==> src/rtl/eth_e2e_csr_bridge.sv <==
// MMIO front-end of the ETH E2E E10 AFU: host CSR decode, indirect PRMG window
// into the 32-bit E2E register bank, and the E10 Avalon-MM request engine.
//
// state  | meaning
// S_IDLE | no MAC CSR transaction outstanding; E10_CTRL commands accepted
// S_REQ  | e10_read/e10_write held until waitrequest drops or the timer expires
module eth_e2e_csr_bridge #(
  parameter int unsigned TIMEOUT_CYC = 1024,
  parameter logic [63:0] AFU_DFH     = 64'h1000_0000_0000_1000
) (
  input  logic        pClk,
  input  logic        pck_cp2af_softReset,
  input  logic        mmio_rd_valid,
  input  logic        mmio_wr_valid,
  input  logic [15:0] mmio_addr,
  input  logic [1:0]  mmio_len,
  input  logic [8:0]  mmio_tid,
  input  logic [63:0] mmio_wr_data,
  output logic        mmio_rsp_valid,
  output logic [8:0]  mmio_rsp_tid,
  output logic [63:0] mmio_rsp_data,
  output logic [3:0]  mac_rst,
  output logic [3:0]  loopback_en,
  input  logic [3:0]  freq_lock,
  input  logic [3:0]  word_lock,
  output logic [1:0]  e10_port,
  output logic [15:0] e10_address,
  output logic        e10_read,
  output logic        e10_write,
  output logic [31:0] e10_writedata,
  input  logic [31:0] e10_readdata,
  input  logic        e10_waitrequest
);

  localparam int CW = (TIMEOUT_CYC > 1) ? $clog2(TIMEOUT_CYC) : 1;

  typedef enum logic {S_IDLE, S_REQ} e10_state_t;

  e10_state_t  state_q, state_d;
  logic [CW-1:0] cnt_q, cnt_d;

  logic [15:0] prmg_addr_q,  prmg_addr_d;
  logic [31:0] prmg_wdata_q, prmg_wdata_d;
  logic [31:0] prmg_rdata_q, prmg_rdata_d;
  logic [63:0] scratch_q,    scratch_d;
  logic [31:0] e2e_scratch_q, e2e_scratch_d;
  logic [3:0]  mac_rst_q,    mac_rst_d;
  logic [31:0] e10_wdata_q,  e10_wdata_d;
  logic [31:0] e10_rdata_q,  e10_rdata_d;
  logic [1:0]  port_sel_q,   port_sel_d;
  logic [3:0]  loopback_q,   loopback_d;

  logic [1:0]  e10_port_q,  e10_port_d;
  logic [15:0] e10_addr_q,  e10_addr_d;
  logic        e10_wr_q,    e10_wr_d;
  logic [31:0] e10_wout_q,  e10_wout_d;

  logic        s1_valid_q;
  logic [8:0]  s1_tid_q;
  logic [63:0] s1_data_q;
  logic        rsp_valid_q;
  logic [8:0]  rsp_tid_q;
  logic [63:0] rsp_data_q;

  logic        len64, wr_lo, wr_hi;
  logic [14:0] qw;
  logic [31:0] wr_hi_data;
  logic [63:0] rd_qw, rd_word;
  logic        prmg_ctrl_wr, prmg_we, prmg_re, e10_cmd;
  logic [15:0] prmg_idx;

  // 32-bit accesses carry their data in the low DW and target the half picked by addr[0]
  assign len64      = (mmio_len == 2'b10);
  assign qw         = mmio_addr[15:1];
  assign wr_lo      = len64 || !mmio_addr[0];
  assign wr_hi      = len64 || mmio_addr[0];
  assign wr_hi_data = len64 ? mmio_wr_data[63:32] : mmio_wr_data[31:0];

  assign prmg_ctrl_wr = mmio_wr_valid && (qw == 15'd6) && wr_lo;
  assign prmg_idx     = mmio_wr_data[15:0];
  assign prmg_we      = prmg_ctrl_wr && mmio_wr_data[16];
  assign prmg_re      = prmg_ctrl_wr && mmio_wr_data[17] && !mmio_wr_data[16];
  assign e10_cmd      = prmg_we && (prmg_idx == 16'd2) && (prmg_wdata_q[16] || prmg_wdata_q[17]);

  function automatic logic [31:0] e2e_rd(input logic [15:0] idx);
    case (idx)
      16'd0:   e2e_rd = e2e_scratch_q;
      16'd1:   e2e_rd = {28'd0, mac_rst_q};
      16'd2:   e2e_rd = {(state_q != S_IDLE), 31'd0};
      16'd3:   e2e_rd = e10_wdata_q;
      16'd4:   e2e_rd = e10_rdata_q;
      16'd5:   e2e_rd = {30'd0, port_sel_q};
      16'd6:   e2e_rd = {28'd0, loopback_q};
      16'd7:   e2e_rd = {28'd0, freq_lock};
      16'd8:   e2e_rd = {28'd0, word_lock};
      default: e2e_rd = 32'd0;
    endcase
  endfunction

  // Host read decode from current (pre-write) register contents
  always_comb begin
    rd_qw = 64'd0;
    case (qw)
      15'd0:   rd_qw = AFU_DFH;
      15'd6:   rd_qw = {48'd0, prmg_addr_q};
      15'd7:   rd_qw = {32'd0, prmg_wdata_q};
      15'd8:   rd_qw = {32'd0, prmg_rdata_q};
      15'd9:   rd_qw = scratch_q;
      default: rd_qw = 64'd0;
    endcase
    if (len64)               rd_word = rd_qw;
    else if (mmio_addr[0])   rd_word = {2{rd_qw[63:32]}};
    else                     rd_word = {2{rd_qw[31:0]}};
  end

  // Host CSR writes and PRMG window commands into the E2E bank
  always_comb begin
    prmg_addr_d   = prmg_addr_q;
    prmg_wdata_d  = prmg_wdata_q;
    prmg_rdata_d  = prmg_rdata_q;
    scratch_d     = scratch_q;
    e2e_scratch_d = e2e_scratch_q;
    mac_rst_d     = mac_rst_q;
    e10_wdata_d   = e10_wdata_q;
    port_sel_d    = port_sel_q;
    loopback_d    = loopback_q;
    if (mmio_wr_valid) begin
      case (qw)
        15'd6: if (wr_lo) prmg_addr_d  = mmio_wr_data[15:0];
        15'd7: if (wr_lo) prmg_wdata_d = mmio_wr_data[31:0];
        15'd9: begin
          if (wr_lo) scratch_d[31:0]  = mmio_wr_data[31:0];
          if (wr_hi) scratch_d[63:32] = wr_hi_data;
        end
        default: ;
      endcase
    end
    if (prmg_we) begin
      case (prmg_idx)
        16'd0:   e2e_scratch_d = prmg_wdata_q;
        16'd1:   mac_rst_d     = prmg_wdata_q[3:0];
        16'd3:   e10_wdata_d   = prmg_wdata_q;
        16'd5:   port_sel_d    = prmg_wdata_q[1:0];
        16'd6:   loopback_d    = prmg_wdata_q[3:0];
        default: ;
      endcase
    end
    if (prmg_re) prmg_rdata_d = e2e_rd(prmg_idx);
  end

  // E10 request engine: next state, transaction latch and timeout down-counter
  always_comb begin
    state_d     = state_q;
    cnt_d       = cnt_q;
    e10_port_d  = e10_port_q;
    e10_addr_d  = e10_addr_q;
    e10_wr_d    = e10_wr_q;
    e10_wout_d  = e10_wout_q;
    e10_rdata_d = e10_rdata_q;
    case (state_q)
      S_IDLE: begin
        if (e10_cmd) begin
          state_d    = S_REQ;
          cnt_d      = CW'(TIMEOUT_CYC - 1);
          e10_port_d = port_sel_q;
          e10_addr_d = prmg_wdata_q[15:0];
          e10_wr_d   = prmg_wdata_q[16];
          e10_wout_d = e10_wdata_q;
        end
      end
      S_REQ: begin
        if (!e10_waitrequest) begin
          if (!e10_wr_q) e10_rdata_d = e10_readdata;
          state_d = S_IDLE;
        end else if (cnt_q == '0) begin
          e10_rdata_d = 32'hDEAD_BEEF;
          state_d     = S_IDLE;
        end else begin
          cnt_d = cnt_q - 1'b1;
        end
      end
      default: state_d = S_IDLE;
    endcase
  end

  // FSM state register
  always_ff @(posedge pClk or posedge pck_cp2af_softReset) begin
    if (pck_cp2af_softReset) state_q <= S_IDLE;
    else                     state_q <= state_d;
  end

  // Datapath registers and the two-stage read response pipeline
  always_ff @(posedge pClk or posedge pck_cp2af_softReset) begin
    if (pck_cp2af_softReset) begin
      cnt_q         <= '0;
      prmg_addr_q   <= '0;
      prmg_wdata_q  <= '0;
      prmg_rdata_q  <= '0;
      scratch_q     <= '0;
      e2e_scratch_q <= '0;
      mac_rst_q     <= 4'hF;
      e10_wdata_q   <= '0;
      e10_rdata_q   <= '0;
      port_sel_q    <= '0;
      loopback_q    <= '0;
      e10_port_q    <= '0;
      e10_addr_q    <= '0;
      e10_wr_q      <= 1'b0;
      e10_wout_q    <= '0;
      s1_valid_q    <= 1'b0;
      s1_tid_q      <= '0;
      s1_data_q     <= '0;
      rsp_valid_q   <= 1'b0;
      rsp_tid_q     <= '0;
      rsp_data_q    <= '0;
    end else begin
      cnt_q         <= cnt_d;
      prmg_addr_q   <= prmg_addr_d;
      prmg_wdata_q  <= prmg_wdata_d;
      prmg_rdata_q  <= prmg_rdata_d;
      scratch_q     <= scratch_d;
      e2e_scratch_q <= e2e_scratch_d;
      mac_rst_q     <= mac_rst_d;
      e10_wdata_q   <= e10_wdata_d;
      e10_rdata_q   <= e10_rdata_d;
      port_sel_q    <= port_sel_d;
      loopback_q    <= loopback_d;
      e10_port_q    <= e10_port_d;
      e10_addr_q    <= e10_addr_d;
      e10_wr_q      <= e10_wr_d;
      e10_wout_q    <= e10_wout_d;
      s1_valid_q    <= mmio_rd_valid;
      s1_tid_q      <= mmio_tid;
      s1_data_q     <= rd_word;
      rsp_valid_q   <= s1_valid_q;
      rsp_tid_q     <= s1_tid_q;
      rsp_data_q    <= s1_data_q;
    end
  end

  // Request strobes decode straight from reset flops so a reset drops them at once
  assign e10_read       = (state_q == S_REQ) && !e10_wr_q;
  assign e10_write      = (state_q == S_REQ) && e10_wr_q;
  assign e10_port       = e10_port_q;
  assign e10_address    = e10_addr_q;
  assign e10_writedata  = e10_wout_q;
  assign mac_rst        = mac_rst_q;
  assign loopback_en    = loopback_q;
  assign mmio_rsp_valid = rsp_valid_q;
  assign mmio_rsp_tid   = rsp_tid_q;
  assign mmio_rsp_data  = rsp_data_q;

endmodule

==> config.mk <==
export PLATFORM = sky130hd
export DESIGN_NAME = eth_e2e_csr_bridge
export DESIGN_NICKNAME = d
export VERILOG_FILES = /design/src/rtl/eth_e2e_csr_bridge.sv
export SDC_FILE = /design/constraint.sdc
export NUM_CORES = 1
export LEC_CHECK = 0
export ABC_AREA = 1
export BUFFER_PORTS_ARGS = -buffer_cell sky130_fd_sc_hd__buf_2
export CAP_MARGIN = 20
export CORE_ASPECT_RATIO = 1.25
export CORE_UTILIZATION = 55
export CTS_BUF_LIST = sky130_fd_sc_hd__clkbuf_8
export DETAILED_ROUTE_END_ITERATION = 10
export HOLD_SLACK_MARGIN = 0.02
export PLACE_DENSITY = 0.73
export SYNTH_ARGS = -nofsm -noshare
export SYNTH_HDL_FRONTEND = slang
export SYNTH_SLANG_ARGS = --single-unit
==> constraint.sdc <==
create_clock -name pClk -period 43.1 [get_ports pClk]
set_input_delay 2.155 -clock pClk [delete_from_list [all_inputs] [get_ports pClk]]
set_output_delay 2.155 -clock pClk [all_outputs]
set_load 0.03 [all_outputs]
==> results.yml, run 1 <==
final_layout:
  drive_gt1_frac: 0.2099
  mostFrequentLayoutCells: "498 x nand2_1, 456 x dfrtp_1, 269 x buf_2"
  final_common_cell: "nand2_1"
  synthToLayoutAreaGrowth_pct: 15.58
  final_nets: 2502
sta:
  drv_slew: 0
  skew_ps: 23.53
  setup_viol: 0
  fin_crit_ps: 5654
  tightest_slew_ps: 1018
  setup_tns_ps: 0
  rsz0062_at_grt: "no"
  relSlewSlack: 0.3212
  hold_viol: 0
  fin_crit_sh: 0.1312
  fmax_mhz: 176.9
  setup_ws_ps: 37450
yosys:
  synthesis.nets: 2272
  synth_top_area_frac: 0.5880
  synth-edff-count: 0
  synth_top_area_cell: "dfrtp_1"
  synthFlopType: "dfrtp_1"
  syn_area_mm2: 0.01941
  syn_inst: 2135
  syn_avg_cell_area_um2: 9.090
  synth-seq-cells: 460
  synthTopCellsByArea: "dfrtp_1 59%, nand2_1 9.6%, o21ai_0 3.8%, nand4_1 3.6%, nor2_1 3.2%"
  synthArstFlopShare: 1.000
  ys_warn_count: 0
  yosysUniqueCellTypes: 31
  yosysSeqAreaShare: 0.5934
setup_path:
  regToRegStartpoint: "state_q"
  path_class: "in -> reg"
  start_kind: "input pin"
  cp_max_fo: 65
  ff2ff_setup_slack_ps: 39810
  worstPathRequired_ps: 43630
  crit_arrival_ps: 6180
  critPathCaptureType: "register"
  reg2reg_to: "cnt_q[4]"
  rr_worst_depth: 8
placement:
  pre_cts_ws_ps: 36820
  place_hpwl_um: 33390
  port-buffer-count: 269
  gp_congestion: 0.8819
power_and_ir_drop:
  cellLeakagePower_uw: 0.01115
  vdd_ir_drop_max_mv: 0.01931
  p_per_area_mw_per_mm2: 38.19
floorplanning:
  initial_core_util: 0.5607
  die_x_um: 170.0
  dieHeight_um: 212.0
  ioPinCount: 270
  rows: 76
  coreArea_mm2: 0.03461
  die-area_mm2: 0.03605
route:
  wl_met1_um: 22320
  highest_layer: "met5"
  routed-wl-met3_um: 3492
  drtAntennaViolNets: 0
  drc: 0
  viasPerCell: 5.399
  routedWlPerCell_um: 16.92
  wirelength_um: 48810
  dr.pass1.iters: 5
  vias: 15577
  dr.first_iter.drc_count: 1485
  detailroute.wirelength.met2_um: 21820
clocking:
  path_clk_slew_ps: 60
  cts_tree: "yes"
  worstSkewPairLatency_ps: 610
  cts_setup_buffers: 0
  root_buffer: "clkbuf_8"
  clkSinkCount: 460
  post_cts_resized: 0
  cts_buffers: 72
  cts.path.max_buffers: 3
  hold_buffers: 0
  htreeDepth: 3
hold_path:
  holdCritPathClass: "reg -> reg"
  worstHoldStart: "s1_data_q[22]"
  hold_path_depth: 0
  whs_endpoint: "mmio_rsp_data[22]"
global_routing:
  grtUsageTotal: 0.2764
  antenna_found_initial: 4
  grt_pass1_vias: 14548
  grt_pass1_wl_um: 77780
  grt_overflow: 0
  grt_max_degree: 176
status:
  outcome: "finished, final reports clean"
flow_run:
  drv_cap: 0
flip-flops by register name, summed over array words and instances (netlist names), 2 cells and up:
name / flops
mac_rst: 4
prmg_addr_q: 16
e2e_scratch_q: 32
e10_rdata_q: 32
loopback_en: 4
prmg_wdata_q: 32
e10_wdata_q: 32
port_sel_q: 2
cnt_q: 10
mmio_rsp_tid: 9
prmg_rdata_q: 32
scratch_q: 64
s1_data_q: 64
e10_port: 2
mmio_rsp_data: 64
s1_tid_q: 9
e10_address: 16
e10_writedata: 32
Yosys cell counts, drive strengths merged (4+ instances only):
master and n:
o211ai 8, clkbuf 60, o21ai 301, nor2 179
buf 75, nand2 534, nor3 6, dfrtp 456
nand4 112, dfstp 4, a21oi 105, nand3 138
inv 149, clkinv 4
layout make-up:
type | count | area, um^2
Fill cell | 2971 | 12180
Sequential cell | 460 | 11520
Multi-Input combinational cell | 1387 | 6664
Timing Repair Buffer | 291 | 1619
Clock buffer | 92 | 1266
Tap cell | 468 | 585.6
Inverter | 153 | 581.8
Clock inverter | 32 | 192.7
Antenna cell | 2 | 5.005
cell families (layout without fill, tap and decap cells):
logic type / count (synthesis) / after routing / share of synthesized area
flops: 460 / 460 / 0.5934
other cells: 0 / 2 / 0
buf+inv: 288 / 568 / 0.06582
simple gates: 972 / 972 / 0.2264
fa+ha+maj: 1 / 1 / 0.0006446
compound gates: 414 / 414 / 0.1138
critical path: stages:
cell     delay [ps]
buf_2           100
nor2_1          270
inv_1            80
buf_4           310
nand2_2         730
nand2_1         420
nor2_8          280
nand3_4         590
buf_4           610
nand2_1         410
nand2_1         100
nand2_1          70
metrics by stage:
| step | instances | total power (uW) | util | area, um^2 | hold slack [ps] |
|---|---|---|---|---|---|
| global placement | 2753 | 496.4 | 0.6017 | 20830 | 332.5 |
| CTS | 2879 | 865.7 | 0.6451 | 22330 | 344.2 |
| floorplan | 2135 | 478.3 | - | 19410 | 331.2 |
| global route | 2884 | 890.4 | 0.6480 | 22430 | 344.0 |
| detailed placement | 2755 | 497.2 | 0.6029 | 20870 | 334.7 |
| finish | 2885 | 856.7 | 0.6480 | 22430 | 341.7 |
how the worst max path moves through the flow:
stage                              startpoint            end  cells after the start
after floorplan           pck_cp2af_softReset       cnt_q[0]                      1
after global placement          mmio_addr[14]  scratch_q[53]                      9
after detailed placement        mmio_addr[14]  scratch_q[42]                      9
after CTS                       mmio_addr[14]  scratch_q[34]                     10
after global routing              mmio_len[0]       cnt_q[0]                     12
final                             mmio_len[0]       cnt_q[4]                     12
where the power goes:
group	internal (uW)	total (uW)	switching (uW)
registers	440	442	1.84
logic	12.0	47.4	35.4
clock network	203	368	165
per-layer routing:
metal,GRT usage,up-vias
li1,-,7486
met1,0.4100,7391
met2,0.4079,615
met3,0.05454,81
met4,0.09382,4
met5,0,-
(Power assumes the default switching activity.)
==> run 2: changes to the inputs <==
--- a/config.mk
+++ b/config.mk
@@ -9,11 +9,11 @@
 export BUFFER_PORTS_ARGS = -buffer_cell sky130_fd_sc_hd__buf_2
 export CAP_MARGIN = 20
 export CORE_ASPECT_RATIO = 1.25
-export CORE_UTILIZATION = 55
+export CORE_UTILIZATION = 54
 export CTS_BUF_LIST = sky130_fd_sc_hd__clkbuf_8
 export DETAILED_ROUTE_END_ITERATION = 10
 export HOLD_SLACK_MARGIN = 0.02
-export PLACE_DENSITY = 0.73
+export PLACE_DENSITY = 0.75
 export SYNTH_ARGS = -nofsm -noshare
 export SYNTH_HDL_FRONTEND = slang
 export SYNTH_SLANG_ARGS = --single-unit
==> constraint.sdc (replaced) <==
create_clock -name pClk -period 4.9 [get_ports pClk]
set_input_delay 0.245 -clock pClk [delete_from_list [all_inputs] [get_ports pClk]]
set_output_delay 0.245 -clock pClk [all_outputs]
set_load 0.03 [all_outputs]
==> run 2 against run 1 <==
Compared with the run above:
- global-route usage grew 1.1 points
- hold slack lost 300 ps
- combinational power grew to 10 times the previous value
- sequential share of layout area shrank 2.3 points
- die area grew 1.8%
- largest cell class unchanged
==> results.yml, run 2 (synthesized netlist as in run 1, its figures left out) <==
status:
  outcome: "finished, final reports clean"
route:
  viasPerCell: 5.422
  dr.first_iter.drc_count: 1683
  drc: 0
  dr.pass1.iters: 8
  vias: 16224
  routedWlPerCell_um: 17.32
  wirelength_um: 51820
  drtAntennaViolNets: 0
setup_path:
  start_kind: "input pin"
  cpMostUsedCell: "nor2_4"
  path_class: "in -> reg"
  critPathCaptureType: "register"
  ff2ff_setup_slack_ps: 2150
  crit_slowest_cell: "nand3_4"
  crit_chain: "dlygate4sd3_1 > buf_2 > nor2_1 > nand2_1 > nor2_4 > nand2_2 > nor2_4 > nand3_4 > o21ai_0"
  cp_num_buf_inv: 2
  cp_top_family: "simple AND/OR/NAND/NOR gates"
  cpPeakStageDelay_ps: 660
  worstPathRequired_ps: 5380
  crit_arrival_ps: 3680
  cp_max_fo: 64
placement:
  pre_cts_ws_ps: 1578
  dpl.cell_count: 2766
  place_hpwl_um: 33930
  port-buffer-count: 269
  gp_congestion: 0.8597
final_layout:
  final_nets: 2600
  stdcell_count: 2992
  synthToLayoutAreaGrowth_pct: 21.11
  final_common_cell: "nand2_1"
  fill_cells: 2794
  final_core_util: 0.6647
  multiInputGateArea_mm2: 0.006664
  mostFrequentLayoutCells: "498 x nand2_1, 456 x dfrtp_1, 269 x buf_2"
  drive_gt1_frac: 0.2067
  regArea_mm2: 0.01152
global_routing:
  grt_pass1_wl_um: 82570
  antenna_found_initial: 3
  grt_pass1_vias: 15259
  grt_max_degree: 198
  grtUsageTotal: 0.2878
  grt_overflow: 0
floorplanning:
  rows: 77
  initial_core_util: 0.5489
  die_x_um: 171.6
  coreArea_mm2: 0.03536
  die-area_mm2: 0.03671
  ioPinCount: 270
  dieHeight_um: 214.0
power_and_ir_drop:
  swShare: 0.2335
  power_uw: 7861
  cellLeakagePower_uw: 0.01158
  combPwrFrac: 0.062
  vdd_ir_drop_max_mv: 0.2035
  cell_internal_pwr_uw: 6026
  switching_power_uw: 1835
  pwr-share-clk: 0.444
  power_frac_seq: 0.494
  p_per_area_mw_per_mm2: 334.5
clocking:
  root_buffer: "clkbuf_8"
  hold_buffers: 93
  cts_tree: "yes"
  htreeDepth: 3
  cts.path.max_buffers: 3
  cts_buffers: 72
  worstSkewPairLatency_ps: 600
  clkSinkCount: 460
  path_clk_slew_ps: 60
  post_cts_resized: 0
  cts_setup_buffers: 0
sta:
  hold_viol: 0
  relSlewSlack: 0.2617
  drv_slew: 0
  setup_viol: 0
  tightest_slew_ps: 1107
  fin_crit_ps: 3199
  skew_ps: 22.28
  fmax_mhz: 312.6
  setup_tns_ps: 0
  fin_crit_sh: 0.6528
  rsz0062_at_grt: "no"
  setup_ws_ps: 1701
flow_run:
  drv_cap: 0
hold_path:
  holdCritPathClass: "in -> reg"
[run 2: worst paths after layout]
path	startpoint	endpoint	cells past startpoint
worst max-delay path	mmio_wr_data[12]	e2e_scratch_q[5]	9
worst min-delay path	mmio_wr_data[30]	prmg_wdata_q[30]	3
worst max register to register	state_q	cnt_q[0]	8
worst min register to register	s1_data_q[3]	mmio_rsp_data[3]	0
max in group asynchronous	pck_cp2af_softReset	s1_data_q[56]	4
min in group asynchronous	pck_cp2af_softReset	mmio_rsp_tid[3]	3
[run 2: power groups by stage]
stage	logic, uW	registers (uW)	clock network [uW]
floorplan	179	4030	0
global placement	417	3950	0
detailed placement	421	3950	0
CTS	480	3890	3540
finish	485	3890	3490
global route	533	3890	3730
[run 2: layout make-up]
class / count / area share
Multi-Input combinational cell: 1387 / 0.2835
Timing Repair Buffer: 389 / 0.1090
Clock inverter: 32 / 0.01182
Antenna cell: 2 / 0.0002129
Tap cell: 474 / 0.02523
Inverter: 153 / 0.02459
Clock buffer: 95 / 0.05563
Sequential cell: 460 / 0.4900
[run 2: per-stage QoR]
step	cell area, um^2	hold WS [ps]
final	23500	43.88
after global routing	23500	30.95
after CTS	23440	20.58
after detailed placement	20930	324.4
after global placement	20900	317.4
after floorplan	19410	276.4
[run 2: layer usage]
metal	global-route usage	vias up	part of all wire
li1	-	7694	-
met1	0.4182	7728	0.44
met2	0.4339	688	0.46
met3	0.05511	110	0.076
met4	0.09702	4	0.029
met5	0	-	0.00042
[run 2: worst min-delay path, cell delays in order]
cell	delay, ps
buf_2	80
inv_1	100
o21ai_0	180
